`src/rtl/chipscope_debug_stats.sv`:
```
`timescale 1ns/1ps
`default_nettype none
// ============================================================================
// Module   : chipscope_debug_stats
// Purpose  : Per-bus debug statistics for the ChipScope/VIO capture block.
//            Timestamps NAND commands on issue, matches completions in order
//            to measure latency, accumulates ECC error counts and tracks
//            outstanding commands. All debug words come straight from flops.
// Ports    : v_clk0            - block clock
//            v_rst0_n          - asynchronous active-low reset
//            v_clear           - synchronous clear of counters, FIFO, flags
//            v_cmd_issue       - pulse: command issued
//            v_cmd_done        - pulse: oldest outstanding command completed
//            v_err_inc         - corrected bit errors this cycle
//            v_err_uncorr      - pulse: uncorrectable page
//            v_dbg_state       - {7'b0, occupancy[4:0], unf, ovf, fsm[1:0]}
//            v_dbg_cmd_cnt     - completed-command count (wraps at 16 bits)
//            v_dbg_latency_64  - {max latency, last latency} in cycles
//            v_dbg_err_64      - {uncorrectable count, corrected-bit total}
// Revision : 1.0 - initial release
// ============================================================================
module chipscope_debug_stats #(
    parameter int unsigned DEPTH     = 8,
    parameter int unsigned ERR_INC_W = 4
) (
    input  logic                 v_clk0,
    input  logic                 v_rst0_n,
    input  logic                 v_clear,
    input  logic                 v_cmd_issue,
    input  logic                 v_cmd_done,
    input  logic [ERR_INC_W-1:0] v_err_inc,
    input  logic                 v_err_uncorr,
    output logic [15:0]          v_dbg_state,
    output logic [15:0]          v_dbg_cmd_cnt,
    output logic [63:0]          v_dbg_latency_64,
    output logic [63:0]          v_dbg_err_64
);

    localparam int unsigned       c_ADDR_W = (DEPTH > 1) ? $clog2(DEPTH) : 1;
    localparam logic [c_ADDR_W:0] c_FULL   = (c_ADDR_W + 1)'(DEPTH);

    typedef enum logic [1:0] {
        ST_IDLE   = 2'd0,
        ST_ACTIVE = 2'd1,
        ST_FAULT  = 2'd2
    } state_t;

    state_t              r_state;
    logic [31:0]         r_ts;
    logic [31:0]         r_mem [DEPTH];
    logic [c_ADDR_W-1:0] r_wr_ptr;
    logic [c_ADDR_W-1:0] r_rd_ptr;
    logic [c_ADDR_W:0]   r_count;
    logic                r_ovf;
    logic                r_unf;
    logic [15:0]         r_cmd_cnt;
    logic [31:0]         r_lat_last;
    logic [31:0]         r_lat_max;
    logic [47:0]         r_err_corr;
    logic [15:0]         r_err_uncorr;

    logic                w_empty;
    logic                w_full;
    logic                w_pop;
    logic                w_push;
    logic                w_ovf_evt;
    logic                w_unf_evt;
    logic [31:0]         w_lat;
    logic [c_ADDR_W:0]   w_count_nxt;
    logic [48:0]         w_corr_sum;

    // Pop is judged against the current head first; a pop in the same cycle
    // frees a slot, so a simultaneous push on a full FIFO still lands.
    assign w_empty     = (r_count == '0);
    assign w_full      = (r_count == c_FULL);
    assign w_pop       = v_cmd_done && !w_empty;
    assign w_unf_evt   = v_cmd_done && w_empty;
    assign w_push      = v_cmd_issue && (!w_full || w_pop);
    assign w_ovf_evt   = v_cmd_issue && w_full && !w_pop;
    assign w_count_nxt = r_count + (c_ADDR_W + 1)'(w_push) - (c_ADDR_W + 1)'(w_pop);

    // Modular subtraction keeps the latency correct across a timestamp wrap.
    assign w_lat      = r_ts - r_mem[r_rd_ptr];
    assign w_corr_sum = {1'b0, r_err_corr} + 49'(v_err_inc);

    // Timestamp storage; no reset needed since occupancy guards every read.
    always_ff @(posedge v_clk0) begin
        if (w_push && !v_clear) begin
            r_mem[r_wr_ptr] <= r_ts;
        end
    end

    // The timestamp is free-running and deliberately ignores v_clear.
    always_ff @(posedge v_clk0 or negedge v_rst0_n) begin
        if (!v_rst0_n) begin
            r_ts <= '0;
        end else begin
            r_ts <= r_ts + 32'd1;
        end
    end

    always_ff @(posedge v_clk0 or negedge v_rst0_n) begin
        if (!v_rst0_n) begin
            r_state      <= ST_IDLE;
            r_wr_ptr     <= '0;
            r_rd_ptr     <= '0;
            r_count      <= '0;
            r_ovf        <= 1'b0;
            r_unf        <= 1'b0;
            r_cmd_cnt    <= '0;
            r_lat_last   <= '0;
            r_lat_max    <= '0;
            r_err_corr   <= '0;
            r_err_uncorr <= '0;
        end else if (v_clear) begin
            r_state      <= ST_IDLE;
            r_wr_ptr     <= '0;
            r_rd_ptr     <= '0;
            r_count      <= '0;
            r_ovf        <= 1'b0;
            r_unf        <= 1'b0;
            r_cmd_cnt    <= '0;
            r_lat_last   <= '0;
            r_lat_max    <= '0;
            r_err_corr   <= '0;
            r_err_uncorr <= '0;
        end else begin
            if (w_push) begin
                r_wr_ptr <= r_wr_ptr + 1'b1;
            end
            if (w_pop) begin
                r_rd_ptr   <= r_rd_ptr + 1'b1;
                r_lat_last <= w_lat;
                r_cmd_cnt  <= r_cmd_cnt + 16'd1;
                if (w_lat > r_lat_max) begin
                    r_lat_max <= w_lat;
                end
            end
            r_count <= w_count_nxt;

            if (w_ovf_evt) begin
                r_ovf <= 1'b1;
            end
            if (w_unf_evt) begin
                r_unf <= 1'b1;
            end

            // Saturating error accumulators.
            if (w_corr_sum[48]) begin
                r_err_corr <= '1;
            end else begin
                r_err_corr <= w_corr_sum[47:0];
            end
            if (v_err_uncorr && (r_err_uncorr != 16'hFFFF)) begin
                r_err_uncorr <= r_err_uncorr + 16'd1;
            end

            // FAULT is sticky until clear/reset; otherwise follow occupancy.
            if ((r_state == ST_FAULT) || w_ovf_evt || w_unf_evt) begin
                r_state <= ST_FAULT;
            end else if (w_count_nxt != '0) begin
                r_state <= ST_ACTIVE;
            end else begin
                r_state <= ST_IDLE;
            end
        end
    end

    assign v_dbg_state      = {7'd0, 5'(r_count), r_unf, r_ovf, r_state};
    assign v_dbg_cmd_cnt    = r_cmd_cnt;
    assign v_dbg_latency_64 = {r_lat_max, r_lat_last};
    assign v_dbg_err_64     = {r_err_uncorr, r_err_corr};

endmodule
`default_nettype wire

```
`config.mk`:
```
export PLATFORM = sky130hd
export DESIGN_NAME = chipscope_debug_stats
export DESIGN_NICKNAME = d
export VERILOG_FILES = /design/src/rtl/chipscope_debug_stats.sv
export SDC_FILE = /design/constraint.sdc
export NUM_CORES = 1
export LEC_CHECK = 0
export ABC_CLOCK_PERIOD_IN_PS = 6200
export BUFFER_PORTS_ARGS = -buffer_cell sky130_fd_sc_hd__buf_2
export CORE_MARGIN = 5
export CORE_UTILIZATION = 45
export DETAILED_ROUTE_END_ITERATION = 12
export PLACE_DENSITY = 0.67
export SYNTH_ARGS = -nofsm -noshare
export SYNTH_HDL_FRONTEND = slang
export SYNTH_SLANG_ARGS = --single-unit
```
`constraint.sdc`:
```
create_clock -name v_clk0 -period 6.2 [get_ports v_clk0]
set_input_delay 0 -clock v_clk0 [delete_from_list [all_inputs] [get_ports v_clk0]]
set_output_delay 0 -clock v_clk0 [all_outputs]
set_load 0.005 [all_outputs]
```
Word-level counts from Yosys, hierarchy flattened. Memories as Yosys holds them, arrays and structs flattened. Index checks and enable logic that the tools add are counted.

Bits in registers: 190. Bits in latches: 0. Bits in writable memories: 256. ROM bits: 0. Output and inout port bits: 160. Memories kept: 1.

Memories: r_mem (depth 8, bits a word 32, rd ports 1, clocked after memory_dff 0, wr ports 1, RTL line 50) `logic [31:0] r_mem [DEPTH];`.

$add $sub $neg: 9. Multipliers: 0. Div/mod/pow operators: 0. Order comparisons: 1. Equality and inequality tests: 3. Shift operators: 0. Muxes and demuxes: 25. Bitwise logic cells: 0. Reductions and logical operators: 23.

Operator list (count): 32-bit two-way mux (5); 48-bit two-way mux (2); 16-bit two-way mux (4); 48-bit by 4-bit adder with 49-bit output (1); 16-bit by 1-bit adder with 16-bit output (second input constant) (2); 32-bit by 1-bit adder with 32-bit output (second input constant) (1); 32-bit greater-than comparator (1); 32-bit subtractor (1); 16-bit != test (second input constant) (1); 3-bit two-way mux (4); 2-bit nonzero test (6); 1-bit logical AND (7); 1-bit two-way mux (7); 3-bit by 1-bit adder with 3-bit output (second input constant) (2); 4-bit by 1-bit adder with 4-bit output (1); 4-bit equality test (second input constant) (1); 1-bit zero test (4); 4-bit zero test (1); 2-bit two-way mux (2); 4-bit two-way mux (1); 4-bit nonzero test (1); 4-bit by 1-bit subtractor with 4-bit output (1); 1-bit logical OR (3); 2-bit equality test (second input constant) (1); 2-bit AND reduction (1).

Longest topological paths before layout.
Depth after elaboration: 11. Gate-level depth with buffers: 25. Gate-level depth less buffers: 22.

Worst setup path before layout. Ideal clock, no wire load.

Path type: register -> register. Start point: reg r_rd_ptr[0]. End point: reg r_lat_max[4]. Library setup time: 132 ps. Arrival: 5639 ps. Required time: 6068 ps. Setup slack: 429 ps. Stages on the path, launching flop included: 23. Buffers on the path: 4. Path through: dfrtp_1 > buf_1 > buf_1 > mux4_2 > mux2i_1 > fa_1 > nand3_1 > a2111oi_0 > o21ai_0 > a31oi_1 > o2111ai_1 > and4b_1 > nor3_1 > inv_1 > ha_1 > nand4_1 > nor4_1 > a21oi_1 > nor2b_1 > clkbuf_1 > buf_2 > mux2i_1 > nor2_1.

Word-level cells in the longest chain between the ends: 5. Elaborated cells on any way between the ends: 8.

Ends and longest elaborated chain: from (decl) (RTL line 52) `logic [c_ADDR_W-1:0] r_rd_ptr;`; from (signal assigned) (RTL line 132) `r_rd_ptr <= r_rd_ptr + 1'b1;`; memory 8 x 32 bit (*); 32-bit subtractor (*) (RTL line 83) `assign w_lat = r_ts - r_mem[r_rd_ptr];`; 32-bit greater-than comparator / 32-bit two-way mux (equally long branches) (RTL line 135) `if (w_lat > r_lat_max) begin`; 2-bit nonzero test (no source line) / 32-bit two-way mux (equally long branches); 2-bit AND reduction (no source line) / 32-bit two-way mux (equally long branches); to (signal assigned) (RTL line 136) `r_lat_max <= w_lat;`; to (decl) (RTL line 58) `logic [31:0] r_lat_max;`.

Every way passes the cells marked *; elsewhere a longest branch is shown, timed or not. The select of a mux whose other input is x is not followed. A chain may end at the register's enable or synchronous reset.

Worst setup path in the final report.
Start point: reg r_rd_ptr[1]. End point: reg r_lat_max[29].

The elaborated chain is that of the path after synthesis.

==> reports/qor.csv <==
stage;metric;value;unit
route;drt total wl;49300;um
yosys;Top FF cell, synth;edfxtp_1;
route;Detailed Route Iter0 Violations;1187;
cts;CTS buffer count;45;
worst_setup_path;crit start category;register;
yosys;Mapped Area;20900;um^2
global_routing;GRT Total Usage;19.0;%
worst_setup_path;R2R Path Start;r_rd_ptr[1];
placed_design;DP Worst Slack;0.00514;ns
worst_setup_path;Setup crit start;r_rd_ptr[1];
worst_setup_path;CP cell instances;buf_12, mux4_2, mux2i_1, ha_1, nand2_1, or4_1, a211oi_2, o2111ai_1, and2_4, o21ai_2, and2_1, xnor2_1, ha_1, nand4_1, nor4_1, a21oi_1, nand2b_1, or4_1, o311ai_1;
timing;RSZ-0062 raised after global routing;no;
placed_design;IO Port Bufs;161;
timing;final worst slack;0.470;ns
job;MaxCap Viol Count;0;
global_routing;M1 GR Usage;27.9;%
floorplanning;Initial Utilization;45.1;%
global_routing;vias in the first global route;13360;
global_routing;met3 usage;2.61;%
final_layout;Fill cells;3843;
power;PwrDens;378;nW/um^2
cts;Clock transition at path regs;0.06;ns
final_layout;ant diodes;0;
worst_setup_path;critical path data arrival time;6.20;ns
placed_design;Area after DPL;22500;um^2
final_layout;share of cells above drive strength 1;19.6;%
yosys;ranking of synthesized cells by area;edfxtp_1 (37%), dfrtp_1 (23%), mux4_2 (6.9%);
route;WL/cell;20.2;um
yosys;synthesized instance count;1621;
worst_hold_path;HP Class;primary input to register;
final_layout;Final nets;1889;
route;DRT antenna net count;0;
worst_setup_path;WP data required;6.67;ns
yosys;asr flop ratio synth;42.6;%
final_layout;post-layout instance area;24200;um^2
cts;CTS sink count;446;
cts;Worst-Skew Late Latency;0.58;ns
timing;actual slew at the worst max-slew pin;1.30;ns
timing;clk_skew;0.0189;ns
timing;crit share post-route;92.4;%
worst_setup_path;Max stage delay on crit path;0.56;ns
worst_setup_path;crit-path max FO;56;
yosys;number of flops mapped to enable cells by yosys;256;
route;drt pass-1 iters;5;
worst_setup_path;CP delay by family, top;simple AND/OR/NAND/NOR gates;
placed_design;GPL Wtd Cong;0.875;
timing;Slew Limit Fails;0;
worst_setup_path;Crit Path Category;register to register;
global_routing;initial antenna violation count;0;
timing;f_max;175;MHz
timing;Slew headroom;13.2;%
yosys;synth cell count leaders;edfxtp_1 (256), dfrtp_1 (190), nand2_1 (126), nor2_1 (122), a21oi_1 (121);
yosys;largest area contributor in the netlist;edfxtp_1;
status;status;finished, final reports clean;
floorplanning;Placeable Area;46300;um^2
yosys;syn avg cell area;12.9;um^2
final_layout;Area Growth Syn to Fin;16.0;%
floorplanning;Die Area;50800;um^2
global_routing;first-pass GRT wire length;76800;um
cts;CTS H-tree depth;2;
final_layout;final core utilization;52.3;%
route;DRC viols;0;
timing;Min Clock Period, post-route;5.73;ns
cts;root buffer cell;clkbuf_16;
global_routing;grt ovf;0;
global_routing;pin count of the biggest net entering global routing;91;
global_routing;met2 usage in global routing;30.4;%
global_routing;GRT busiest layer;met2;
worst_setup_path;worst path bufs/invs;1;
yosys;top cell type's share of synthesized area;36.8;%
placed_design;HPWL Detailed;32600;um
power;Pwr Total;9.15;mW
yosys;Netlist cell types;67;
yosys;Syn. warnings;0;
worst_setup_path;Critical Path Sink Type;register;
power;LEAKAGE;9.92;nW
yosys;sequential area share after synthesis;59.6;%
worst_hold_path;min-delay src;v_clear;
timing;Final Setup Violations;0;
power;peak supply drop;0.250;mV
cts;Max clock buf depth;3;
floorplanning;Die H;225;um
yosys;Synth Register Bits;446;
floorplanning;FP Rows;79;
floorplanning;# IOs;170;
cts;CTS tree;yes;
route;via count of the routed design;13497;
timing;Fin. Hold Viols;0;
timing;setup TNS;0;ns
route;vias per cell;5.53;
worst_setup_path;CP max-delay cell;dfrtp_2;
floorplanning;Die X-Extent;225;um
yosys;top-count cell post-synth;edfxtp_1;
## cells by family after synthesis
kind of cell / count (synthesis) / share of synthesized area, %
muxes: 126 / 9.89
xor gates and xnor gates: 125 / 5.25
adders and majority gates: 82 / 5.02
other: 1 / 0.0180
AOI/OAI and AO/OA: 232 / 6.63
buffers and inverters: 147 / 2.86
and+or+nand+nor: 462 / 10.7
DFF: 446 / 59.6
## cells in the final DEF, fill, tap and decap left out, types with 6 or more instances in the layout
| master | netlist | routed |
|---|---|---|
| o21ai_0 | 25 | 25 |
| o211ai_1 | 7 | 7 |
| o21a_1 | 6 | 6 |
| nand2_1 | 126 | 125 |
| buf_4 | 10 | 24 |
| nor2b_1 | 12 | 11 |
| clkbuf_16 | 0 | 46 |
| inv_1 | 71 | 71 |
| xor2_1 | 60 | 60 |
| bufinv_16 | 0 | 6 |
| mux4_2 | 64 | 64 |
| and3_1 | 22 | 22 |
| nand3_1 | 47 | 47 |
| conb_1 | 1 | 8 |
| ha_1 | 79 | 78 |
| buf_2 | 6 | 159 |
| or3_1 | 13 | 13 |
| edfxtp_1 | 256 | 256 |
| nand4_1 | 31 | 31 |
| nor2_1 | 122 | 116 |
| a21oi_1 | 121 | 121 |
| clkbuf_8 | 0 | 8 |
| o22ai_1 | 6 | 6 |
| nand3b_1 | 8 | 8 |
| a31oi_1 | 9 | 9 |
| clkbuf_1 | 48 | 8 |
| clkinv_2 | 0 | 10 |
| mux2i_1 | 61 | 61 |
| xnor2_1 | 65 | 65 |
| nor3_1 | 28 | 26 |
| a21o_1 | 19 | 19 |
| nand2b_1 | 16 | 16 |
| nor2_4 | 0 | 6 |
| dlygate4sd3_1 | 0 | 9 |
| dfrtp_1 | 190 | 187 |
| or4_1 | 7 | 7 |
## sequential cells by signal (all words and copies together) (netlist names)
signal,cells
v_dbg_cmd_cnt,16
r_err_corr,48
r_lat_max,32
r_ts,32
r_count,4
r_wr_ptr,3
r_lat_last,32
r_rd_ptr,3
r_ovf,1
r_mem,256
r_unf,1
r_err_uncorr,16
r_state,2
## report_power, final
| part | switching (mW) | internal (mW) |
|---|---|---|
| registers | 0.199 | 3.35 |
| clock network | 1.17 | 1.71 |
| logic | 1.52 | 1.20 |
| total | 2.89 | 6.26 |
## final timing paths
path / endpoint / slack, ns / cells past startpoint
worst min-delay path: r_wr_ptr[0] / 0.03 / 2
min in group asynchronous: r_err_corr[22] / 0.04 / 2
worst max-delay path: r_lat_max[29] / 0.47 / 19
worst min register to register: r_lat_last[5] / 0.52 / 2
worst max register to register: r_lat_max[29] / 0.47 / 19
max in group asynchronous: r_rd_ptr[0] / 4.82 / 3
## stage by stage
step / std cells / hold slack (ns)
finish: 2440 / 0.0349
global placement: 2345 / 0.0762
global route: 2440 / 0.0953
floorplan: 1628 / -0.296
detailed placement: 2345 / 0.0811
CTS: 2437 / 0.0414
## metal layers
layer  wire, um  up-vias
li1           -     6267
met1      22300     6783
met2      23100      379
met3       2840       68
met4       1040        0
met5          0        -
## worst reg2reg max path, cell delays in order, from the launching register on
cell       delay (ns)
dfrtp_2          0.56
buf_12           0.34
mux4_2           0.41
mux2i_1          0.29
ha_1             0.30
nand2_1          0.13
or4_1            0.51
a211oi_2         0.35
o2111ai_1        0.29
and2_4           0.24
o21ai_2          0.23
and2_1           0.20
xnor2_1          0.08
ha_1             0.32
nand4_1          0.16
nor4_1           0.28
a21oi_1          0.18
nand2b_1         0.27
or4_1            0.43
o311ai_1         0.10
## layout make-up
cell class | instances | area [um^2] | area share (%)
Tap cell | 607 | 759 | 3.14
Clock buffer | 61 | 1280 | 5.28
Clock inverter | 22 | 319 | 1.32
Multi-Input combinational cell | 1035 | 7960 | 32.9
Inverter | 71 | 267 | 1.10
Sequential cell | 446 | 12400 | 51.4
Timing Repair Buffer | 198 | 1180 | 4.87
## repair_timing
| action | CTS | global route |
|---|---|---|
| resized for setup | 1 | 5 |
| gates cloned | 0 | 0 |
| pin swaps | 0 | 1 |
| hold endpoints to repair | 89 | 0 |
| setup endpoints to repair | 1 | 32 |
| hold buffers | 9 | 0 |
| buffers inserted | 0 | 3 |
No activity file was read; power rests on OpenSTA's default activity.
